--- src/rtl/serial_adder.sv ---
// Bit-serial adder/subtractor: one full-adder cell and a carry flop process
// WIDTH-bit operands LSB first, with a start/busy/done handshake.
module serial_adder #(
   parameter int WIDTH = 8
) (
   input  logic             clk,
   input  logic             rst,
   input  logic             start,
   input  logic             sub,
   input  logic [WIDTH-1:0] a,
   input  logic [WIDTH-1:0] b,
   input  logic             cin,
   output logic             busy,
   output logic             done,
   output logic [WIDTH-1:0] sum,
   output logic             cout,
   output logic             overflow,
   output logic [1:0]       state_dbg
);

   // Handshake: start is a request that is accepted on any rising edge where
   // busy=0 (IDLE or DONE); while busy=1 start is ignored. done pulses for
   // exactly one cycle when sum/cout/overflow have been updated.

   typedef enum logic [1:0] {
      IDLE = 2'd0,
      BUSY = 2'd1,
      DONE = 2'd2
   } state_t;

   localparam int            CW   = (WIDTH > 1) ? $clog2(WIDTH) : 1;
   localparam logic [CW-1:0] LAST = CW'(WIDTH - 1);

   state_t           state;
   state_t           state_next;
   logic [WIDTH-1:0] a_reg;
   logic [WIDTH-1:0] b_reg;
   logic [WIDTH-1:0] res_reg;
   logic [WIDTH-1:0] res_next;
   logic             carry;
   logic             carry_next;
   logic             bit_sum;
   logic             accept;
   logic             last_bit;
   logic [CW-1:0]    cnt;

   // Datapath: the single full-adder cell and the result shift.
   always_comb begin
      bit_sum    = a_reg[0] ^ b_reg[0] ^ carry;
      carry_next = (a_reg[0] & b_reg[0]) | (a_reg[0] & carry) | (b_reg[0] & carry);
      res_next   = res_reg >> 1;
      res_next[WIDTH-1] = bit_sum;
   end

   always_comb begin
      state_next = state;
      accept     = start && (state != BUSY);
      last_bit   = (state == BUSY) && (cnt == LAST);
      case (state)
         IDLE:    if (accept) state_next = BUSY;
         BUSY:    if (last_bit) state_next = DONE;
         DONE:    state_next = accept ? BUSY : IDLE;
         default: state_next = IDLE;
      endcase
   end

   always_ff @(posedge clk) begin
      if (rst) begin
         state    <= IDLE;
         a_reg    <= '0;
         b_reg    <= '0;
         res_reg  <= '0;
         carry    <= 1'b0;
         cnt      <= '0;
         sum      <= '0;
         cout     <= 1'b0;
         overflow <= 1'b0;
      end else begin
         state <= state_next;
         if (accept) begin
            // Subtraction is a + ~b + ~borrow, so fold the inversion in at capture.
            a_reg   <= a;
            b_reg   <= sub ? ~b : b;
            carry   <= cin ^ sub;
            res_reg <= '0;
            cnt     <= '0;
         end else if (state == BUSY) begin
            a_reg   <= a_reg >> 1;
            b_reg   <= b_reg >> 1;
            carry   <= carry_next;
            res_reg <= res_next;
            cnt     <= cnt + CW'(1);
            if (last_bit) begin
               // carry currently holds the carry into the MSB.
               sum      <= res_next;
               cout     <= carry_next;
               overflow <= carry ^ carry_next;
            end
         end
      end
   end

   assign busy      = (state == BUSY);
   assign done      = (state == DONE);
   assign state_dbg = state;

endmodule

--- config.mk ---
export PLATFORM = sky130hd
export DESIGN_NAME = serial_adder
export DESIGN_NICKNAME = d
export VERILOG_FILES = /design/src/rtl/serial_adder.sv
export SDC_FILE = /design/constraint.sdc
export NUM_CORES = 1
export LEC_CHECK = 0
export ABC_CLOCK_PERIOD_IN_PS = 1500
export BUFFER_PORTS_ARGS = -buffer_cell sky130_fd_sc_hd__buf_4
export CORE_UTILIZATION = 53
export CTS_CLUSTER_DIAMETER = 100
export DETAILED_ROUTE_END_ITERATION = 10
export GPL_TIMING_DRIVEN = 0
export PLACE_DENSITY = 0.8
export RECOVER_POWER = 25
export SLEW_MARGIN = 20
export SYNTH_ARGS = -nofsm -noshare
export SYNTH_HDL_FRONTEND = slang
export SYNTH_SLANG_ARGS = --single-unit
--- constraint.sdc ---
create_clock -name clk -period 1.5 [get_ports clk]
set_clock_uncertainty 0.1 [all_clocks]
set_input_delay 0.075 -clock clk [delete_from_list [all_inputs] [get_ports clk]]
set_output_delay 0.075 -clock clk [all_outputs]
set_load 0.1 [all_outputs]
### Word level (Yosys, flattened, before mapping)

Cells that the tools add are included.

| storage, ports and cells | value |
|---|---|
| register bits after elaboration | 40 |
| input bits | 21 |
| output and inout port bits | 14 |
| word-level logic and storage cells | 45 |

| cells by class | value |
|---|---|
| add/sub/neg operators | 1 |
| eq/ne operators | 6 |
| multiplexer cells | 11 |
| bitwise operators | 11 |
| reductions and logical operators | 7 |

Operator list:

| kind | count |
|---|---|
| 8-bit 2-to-1 mux | 5 |
| 8-bit inverter | 1 |
| 2-bit case mux with 3 select lines | 1 |
| 2-bit 2-to-1 mux | 2 |
| 2-bit by 1-bit != test with 1-bit output, second input constant | 2 |
| 1-bit bitwise XOR | 4 |
| 3-bit by 1-bit adder with 3-bit output, second input constant | 1 |
| 1-bit bitwise AND | 3 |
| 3-bit == test, second input constant | 1 |
| 1-bit 2-to-1 mux | 3 |
| 3-bit AND reduction | 1 |
| 2-bit by 1-bit == test with 1-bit output, second input constant | 1 |
| 2-bit == test, second input constant | 1 |
| 1-bit logical AND | 2 |
| 2-bit logical NOT | 1 |
| 2-bit != test, second input constant | 1 |
| 1-bit bitwise OR | 2 |
| 2-bit AND reduction | 1 |
| 2-bit nonzero test | 1 |
| 2-bit OR reduction | 1 |
| 1-bit inverter | 1 |

### Logic depth before layout (Yosys ltp)

Gate-level depths: netlist (run 1).

| logic depth | value |
|---|---|
| depth in word-level cells | 5 |
| depth in mapped cells | 7 |
| mapped depth without buffers | 5 |

### Worst setup path before layout (run 1)

Ideal clock, no wire load.

| path | value |
|---|---|
| path type | register to output |
| start point | reg state[1], in the netlist state_dbg[1] |
| end point | out done |
| arrival time | 2405 ps |
| required time | 1325 ps |
| slack | -1080 ps |
| cell stages (with the launch flop) | 2 |
| buffers on the path | 0 |
| path through | dfxtp_1 -> nor2b_1 |

| on the way | value |
|---|---|
| cells in the longest elaborated chain, start to end | 1 |

RTL lines:

| item | RTL line | text |
|---|---|---|
| start: declaration | 34 | `state_t state;` |
| start signal: assignment | 79 | `state <= state_next;` |
| 2-bit == test | 104 | `assign done = (state == DONE);` |
| end: declaration | 14 | `output logic done,` |

No other way between the ends.

### Worst setup path in the final report (run 1)

| path | value |
|---|---|
| start point | reg state[1], in the netlist state_dbg[1] |
| end point | out busy |

| on the way | value |
|---|---|
| cells in the longest elaborated chain, start to end | 1 |

RTL lines:

| item | RTL line | text |
|---|---|---|
| 2-bit by 1-bit == test with 1-bit output | 103 | `assign busy = (state == BUSY);` |
| end: declaration | 13 | `output logic busy,` |

No other way between the ends.

==> flow_metrics.env, run 1 <==
export IMPL_hpwl_um=2330
export IMPL_required_ns=1.32
export IMPL_n_fill_cell=265
export IMPL_fin_ws_ns=0.0690
export IMPL_tightest_slew_ns=0.560
export IMPL_grt_first_pass_wirelength_um=5910
export IMPL_cts_buffers=5
export IMPL_startpoint_type="flop"
export IMPL_final_common_cell="nand2_1"
export IMPL_final_nets=266
export IMPL_cts_sinks=39
export IMPL_synth_top_area_cell="dfxtp_1"
export IMPL_p_per_area_nw_per_um2=965
export IMPL_slew_headroom_pct=62.7
export IMPL_die_x_um=58.8
export IMPL_dp_cells=268
export IMPL_seq_area_frac_synth_pct=45.7
export IMPL_final_cells=287
export IMPL_clk_latency_ns=0.35
export IMPL_avgRoutedWirePerCell_um=12.4
export IMPL_avgSynthCellArea_um2=8.90
export IMPL_start_util_pct=55.9
export IMPL_drive_gt1_share_pct=30.5
export IMPL_post_route_cell_area_um2=2200
export IMPL_ys_types=25
export IMPL_area_sequential_um2=790
export IMPL_fmax_ghz=0.699
export IMPL_place_gp_congestion=0.720
export IMPL_syn_instance_count=192
export IMPL_critPathKind="reg2out"
export IMPL_viasPerCell=5.11
export IMPL_syn2layout_area_growth_pct=28.8
export IMPL_multi_input_area_um2=840
export IMPL_clk_path_buf_depth=2
export IMPL_synth_net_count=216
export IMPL_netlist_top_cells_area="dfxtp_1, nand2_1, xnor2_1"
export IMPL_synth_area_um2=1710
export IMPL_diodes=0
export IMPL_yosysTopAreaCellShare_pct=45.7
export IMPL_setup_viol=0
export IMPL_hold_viol=0
export IMPL_chipHeight_um=58.8
export IMPL_wl_um=3550
export IMPL_grt_overflow=0
export IMPL_htreeDepth=2
export IMPL_drv_cap=0
export IMPL_critPathCaptureType="output pin"
export IMPL_slew_viol_final=0
export IMPL_total_power_mw=2.12
export IMPL_post_route_period_util_pct=95.4
export IMPL_drt_iter0_markers=29
export IMPL_drcViolationCount=0
export IMPL_io_buffer_count=32
export IMPL_io_pins=35
export IMPL_grt_pass1_vias=1332
export IMPL_dpl_cell_area_um2=2030
export IMPL_ys_ff_latch=39
export IMPL_grt_max_degree=14
export IMPL_rows=20
export IMPL_p_leak_nw=0.903
export IMPL_clkTransAtPathRegs_ns=0.13
export IMPL_core_um2=3050
export IMPL_run_status="finished clean"
export IMPL_arrival_ns=1.26
export IMPL_vias=1466
export IMPL_grt_usage_pct=22.8
export IMPL_period_needed_ns=1.43
export IMPL_cts_root_buf="clkbuf_4"
export IMPL_cts_tree="yes"
export IMPL_ys_warnings_count=0
export IMPL_postRouteAntennaNets=0
export IMPL_ir_worst_vdd_uv=598
export IMPL_dr_pass1_iters=4
export IMPL_pre_cts_ws_ns=0.00886
export IMPL_die_area_um2=3450
export IMPL_crit_fanout=4
export IMPL_worst_hold_path_type="in2reg"
export IMPL_final_cell_mix="nand2_1, dfxtp_1, buf_4"
export IMPL_antenna_found_initial=0
==> synth_stat cells <==
cell and instances:
a211o_1 8, a21oi_1 18, fa_1 1, a21o_1 1
a2111oi_2 1, ha_1 2, nor2_1 20, clkbuf_1 1
inv_2 1, nand2b_1 1, buf_6 3, nor3_1 1
nand3b_1 1, buf_2 7, nand2_1 44, a21oi_2 8
mux2i_1 8, a211oi_1 8, inv_1 1, dfxtp_1 39
a2bb2oi_1 1, and3b_1 1, buf_4 4, xnor2_1 11
nor2b_1 1
==> power breakdown <==
group | internal (mW) | switching, mW | total (mW)
combinational | 0.175 | 0.193 | 0.368
clock | 0.284 | 0.357 | 0.641
sequential | 1.08 | 0.0324 | 1.11
==> worst max-delay path, cell delays in order, from the launching register on <==
cell and delay [ns]:
dfxtp_4 0.36, nand2b_4 0.13, buf_6 0.12, inv_2 0.11, buf_12 0.18
==> metal layers <==
layer / vias up / global-route usage [%] / wire length, um
li1: 741 / - / -
met3: 3 / 6.37 / 146
met4: 0 / 6.80 / 25
met5: - / 0 / 0
met2: 36 / 40.6 / 1760
met1: 686 / 26.5 / 1620
==> kinds of logic (layout without fill, tap and decap cells) <==
group	after synthesis	in the layout	share of synthesized area, %
buffers and inverters	17	68	6.45
AOI/OAI and AO/OA	45	45	18.8
xor gates and xnor gates	11	11	5.64
DFF	39	39	45.7
and+or+nand+nor	69	69	16.0
adders and majority gates	3	3	2.64
muxes	8	8	4.69
==> stage by stage <==
stage / utilization [%] / setup TNS [ns] / hold slack [ns]
6_report: 72.0 / 0 / 0.0162
5_1_grt: 72.0 / -0.00152 / 0.0164
4_1_cts: 72.6 / 0 / 0.0109
3_5_place_dp: 66.4 / 0 / 0.284
3_3_place_gp: 66.4 / 0 / 0.277
2_1_floorplan: - / 0 / 0.170
==> path summary, 6_finish.rpt <==
| path | end | slack, ns | cells after the start | startpoint |
|---|---|---|---|---|
| worst max-delay path | busy | 0.07 | 4 | state_dbg[1] |
| worst min-delay path | b_reg[4] | 0.02 | 4 | b[4] |
| worst max register to register | sum[3] | 0.08 | 6 | cnt[0] |
| worst min register to register | sum[0] | 0.36 | 2 | res_reg[1] |
==> layout make-up <==
class / instances / area share, %
Timing Repair Buffer: 45 / 15.7
Clock inverter: 2 / 0.626
Buffer: 13 / 3.92
Multi-Input combinational cell: 136 / 38.2
Tap cell: 44 / 2.50
Clock buffer: 6 / 2.84
Sequential cell: 39 / 35.9
Inverter: 2 / 0.341
==> timing repair <==
item / in CTS / in global routing
hold buffers: 8 / 0
setup buffers: 4 / 1
endpoints found under the setup margin: 8 / 11
cloned: 0 / 0
endpoints found under the hold margin: 8 / 0
pin swaps: 0 / 1
resized for setup: 5 / 5
No activity file was read; power rests on OpenSTA's default activity.
==> run 2: changes to the inputs <==
Settings changed: ABC_CLOCK_PERIOD_IN_PS 1500 to 1700, CORE_UTILIZATION 53 to 57, PLACE_DENSITY 0.8 to 0.84.
Clock period 1.5 ns to 1.7 ns, I/O delays scaled along.
==> flow_metrics.env, run 2 (synthesized netlist as in run 1, its figures left out) <==
export IMPL_slew_viol_final=0
export IMPL_cp_slowest_cell="dfxtp_2"
export IMPL_hold_viol=0
export IMPL_fmax_ghz=0.612
export IMPL_fin_tns_setup_ns=0
export IMPL_clk_latency_ns=0.35
export IMPL_htreeDepth=2
export IMPL_avgRoutedWirePerCell_um=13.3
export IMPL_place_gp_congestion=0.759
export IMPL_drcViolationCount=6
export IMPL_core_um2=2810
export IMPL_setup_viol=0
export IMPL_final_common_cell="nand2_1"
export IMPL_max_stage_delay_ns=0.36
export IMPL_diodes=0
export IMPL_die_x_um=56.7
export IMPL_clkTransAtPathRegs_ns=0.12
export IMPL_syn2layout_area_growth_pct=24.2
export IMPL_arrival_ns=1.45
export IMPL_startpoint_type="flop"
export IMPL_io_buffer_count=32
export IMPL_cts_buffers=5
export IMPL_crit_family="buffers and inverters"
export IMPL_final_cell_mix="nand2_1, dfxtp_1, buf_4"
export IMPL_critical_path_buf_inv_count=4
export IMPL_p_leak_nw=0.880
export IMPL_clk_path_buf_depth=2
export IMPL_cts_root_buf="clkbuf_4"
export IMPL_slew_headroom_pct=63.9
export IMPL_rsz0062_at_grt="false"
export IMPL_hold_worst_slack_ns=0.00953
export IMPL_post_route_period_util_pct=96.2
export IMPL_dr_pass1_iters=7
export IMPL_grt_max_degree=20
export IMPL_crit_fanout=19
export IMPL_chipHeight_um=56.7
export IMPL_viasPerCell=5.35
export IMPL_tightest_slew_ns=0.542
export IMPL_ir_worst_vdd_uv=610
export IMPL_grt_usage_pct=24.5
export IMPL_drv_cap=0
export IMPL_hpwl_um=2540
export IMPL_drive_gt1_share_pct=27.7
export IMPL_rows=19
export IMPL_critPathCaptureType="output pin"
export IMPL_grt_overflow=0
export IMPL_required_ns=1.51
export IMPL_antenna_found_initial=0
export IMPL_grt_first_pass_wirelength_um=6090
export IMPL_period_needed_ns=1.64
export IMPL_violations="DRC"
export IMPL_wl_um=3580
export IMPL_vias=1439
export IMPL_grt_pass1_vias=1420
export IMPL_die_area_um2=3220
export IMPL_postRouteAntennaNets=0
export IMPL_critPathKind="reg2out"
export IMPL_io_pins=35
export IMPL_start_util_pct=60.9
export IMPL_run_status="finished with violations"
export IMPL_path_cells="nand2b_1 -> buf_6 -> inv_2 -> buf_8 -> buf_12"
export IMPL_cts_sinks=39
export IMPL_cts_tree="yes"
export IMPL_worst_hold_path_type="in2reg"
export IMPL_drt_iter0_markers=58
export IMPL_p_per_area_nw_per_um2=885
export IMPL_final_nets=261
[run 2: worst paths after layout]
| kind | from | endpoint | slack (ns) | cells past startpoint |
|---|---|---|---|---|
| max reg2reg | cnt[0] | overflow | 0.09 | 5 |
| min | a[5] | a_reg[5] | 0.01 | 3 |
| max | state_dbg[1] | busy | 0.06 | 5 |
| min reg2reg | sum[0] | sum[0] | 0.36 | 2 |
[run 2: layer usage]
layer	share of wire [%]	global-route usage (%)	vias up
li1	-	-	735
met5	0	0	-
met4	1.4	8.01	0
met2	51	44.2	35
met1	43	28.0	664
met3	4.4	6.45	5
[run 2: through the flow]
step	area, um^2	power [mW]	setup slack, ns	utilization [%]	instances
finish	2120	1.88	0.0648	75.6	269
global route	2120	1.96	0.00439	75.6	269
CTS	2150	1.88	0.0463	76.5	269
detailed placement	2000	1.31	0.199	71.3	255
global placement	2000	1.29	0.239	71.3	255
floorplan	1720	1.22	0.0389	-	192
[run 2: final cells by class]
type                       instances  area, um^2
tap                               31        38.8
sequential                        39         786
clock buffer                       6        62.6
multi-input combinational        136         825
fill                             207         684
buffer                            14        95.1
clock inverter                     2        13.8
inverter                           2        7.51
timing repair buffer              39         293
[run 2: worst reg2reg max path, stage by stage (launching register included)]
cell      delay [ns]
dfxtp_1         0.34
ha_1            0.22
ha_1            0.23
and3b_1         0.19
buf_2           0.17
a211oi_1        0.26
[run 2: repair_timing]
item / in CTS / in global routing
endpoints found under the setup margin: 1 / 1
endpoints found under the hold margin: 7 / 0
hold buffers: 7 / 0
setup buffers: 0 / 0
gates resized for setup: 3 / 1
[run 2: power by group]
part           total [mW]  switching, mW  internal [mW]
sequential          0.984         0.0286          0.956
combinational       0.319          0.170          0.149
clock               0.573          0.323          0.251
total                1.88          0.521           1.36
==> run 3: changes to the inputs <==
Settings changed: CORE_UTILIZATION 57 to 49, PLACE_DENSITY 0.84 to 0.75.
==> flow_metrics.env, run 3 (synthesized netlist as in run 1, its figures left out) <==
export IMPL_power_frac_comb_pct=16.9
export IMPL_avgRoutedWirePerCell_um=12.6
export IMPL_period_needed_ns=1.60
export IMPL_grt_usage_pct=22.5
export IMPL_diodes=0
export IMPL_final_cells=286
export IMPL_clk_latency_ns=0.34
export IMPL_cts_setup_buffers=0
export IMPL_p_sw_share_pct=26.3
export IMPL_drive_gt1_share_pct=27.5
export IMPL_grt_max_degree=14
export IMPL_place_gp_congestion=0.758
export IMPL_viasPerCell=5.03
export IMPL_post_route_period_util_pct=94.3
export IMPL_hpwl_um=2390
export IMPL_drt_iter0_markers=59
export IMPL_drcViolationCount=0
export IMPL_run_status="finished clean"
export IMPL_arrival_ns=1.42
export IMPL_clkTransAtPathRegs_ns=0.12
export IMPL_grt_overflow=0
export IMPL_p_leak_nw=0.890
export IMPL_clk_path_buf_depth=2
export IMPL_rows=21
export IMPL_wl_um=3610
export IMPL_p_int_mw=1.42
export IMPL_fin_tns_setup_ns=0
export IMPL_drv_cap=0
export IMPL_cts_root_buf="clkbuf_4"
export IMPL_tightest_slew_ns=0.573
export IMPL_hold_worst_slack_ns=0.0300
export IMPL_crit_fanout=19
export IMPL_n_fill_cell=296
export IMPL_chipHeight_um=61.0
export IMPL_final_cell_mix="nand2_1, dfxtp_1, buf_4"
export IMPL_setup_viol=0
export IMPL_fmax_ghz=0.624
export IMPL_syn2layout_area_growth_pct=26.7
export IMPL_core_um2=3340
export IMPL_dp_cells=270
export IMPL_dr_pass1_iters=4
export IMPL_vias=1438
export IMPL_start_util_pct=51.2
export IMPL_cts_sinks=39
export IMPL_slew_viol_final=0
export IMPL_cts_buffers=5
export IMPL_io_buffer_count=32
export IMPL_die_x_um=61.0
export IMPL_cts_tree="yes"
export IMPL_postRouteAntennaNets=0
export IMPL_die_area_um2=3730
export IMPL_io_pins=35
export IMPL_rsz0062_at_grt="false"
export IMPL_slew_headroom_pct=61.8
export IMPL_clock_power_share_pct=32.0
export IMPL_final_nets=263
export IMPL_antenna_found_initial=0
export IMPL_critPathCaptureType="output pin"
export IMPL_seqPwrFrac_pct=51.1
export IMPL_power_net_switching_uw=505
export IMPL_grt_pass1_vias=1350
export IMPL_htreeDepth=2
export IMPL_p_per_area_nw_per_um2=888
export IMPL_worst_hold_path_type="in2reg"
export IMPL_grt_first_pass_wirelength_um=6080
export IMPL_critPathKind="reg2out"
export IMPL_startpoint_type="flop"
export IMPL_final_common_cell="nand2_1"
export IMPL_required_ns=1.51
export IMPL_ir_worst_vdd_uv=614
export IMPL_hold_viol=0
==> run 3: worst paths after layout <==
check	cells after the start	startpoint	slack [ns]	end
worst min-delay path	4	b[6]	0.03	b_reg[6]
worst min register to register	2	res_reg[1]	0.36	sum[0]
worst max register to register	6	cnt[0]	0.21	sum[3]
worst max-delay path	5	state_dbg[1]	0.1	busy
==> run 3: power groups by stage <==
stage	Combinational (mW)	Clock, mW	Sequential (mW)
3_5_place_dp	0.301	0	1.00
2_1_floorplan	0.209	0	1.01
4_1_cts	0.324	0.624	0.983
5_1_grt	0.353	0.678	0.989
3_3_place_gp	0.297	0	1.00
6_report	0.324	0.614	0.983
==> run 3: timing repair <==
| item | 4_1_cts | 5_1_grt |
|---|---|---|
| pin swaps | 0 | 0 |
| hold endpoints to repair | 9 | 0 |
| setup endpoints to repair | 1 | 1 |
| hold buffers | 9 | 0 |
| gates resized for setup | 3 | 0 |
==> run 3: stage by stage <==
| step | area, um^2 | utilization [%] | setup WS (ns) | total power, mW |
|---|---|---|---|---|
| global route | 2160 | 64.8 | 0.0356 | 2.02 |
| CTS | 2200 | 66.0 | 0.00476 | 1.93 |
| finish | 2160 | 64.8 | 0.0976 | 1.92 |
| global placement | 2020 | 60.5 | 0.243 | 1.30 |
| detailed placement | 2020 | 60.5 | 0.208 | 1.30 |
| floorplan | 1720 | - | 0.0389 | 1.22 |
==> run 3: layer usage <==
metal,track usage (%),routed length [um],part of all wire [%]
met1,28.0,1650,46
met4,8.12,72,2.0
met2,37.7,1780,49
met3,5.67,108,3.0
met5,0,0,0
==> run 3: worst max-delay path, cell delays in order (launching register included) <==
cell and delay (ns):
dfxtp_2 0.35, nand2b_1 0.15, buf_6 0.14, inv_2 0.06
buf_6 0.19, buf_12 0.20
==> run 3: final cells by class <==
class	count	area [um^2]	share of cell area (%)
Clock buffer	5	37.5	1.74
Clock inverter	3	43.8	2.02
Tap cell	46	57.6	2.66
Sequential cell	39	786	36.3
Multi-Input combinational cell	136	825	38.1
Buffer	14	91.3	4.22
Inverter	2	7.51	0.347
Timing Repair Buffer	41	315	14.6
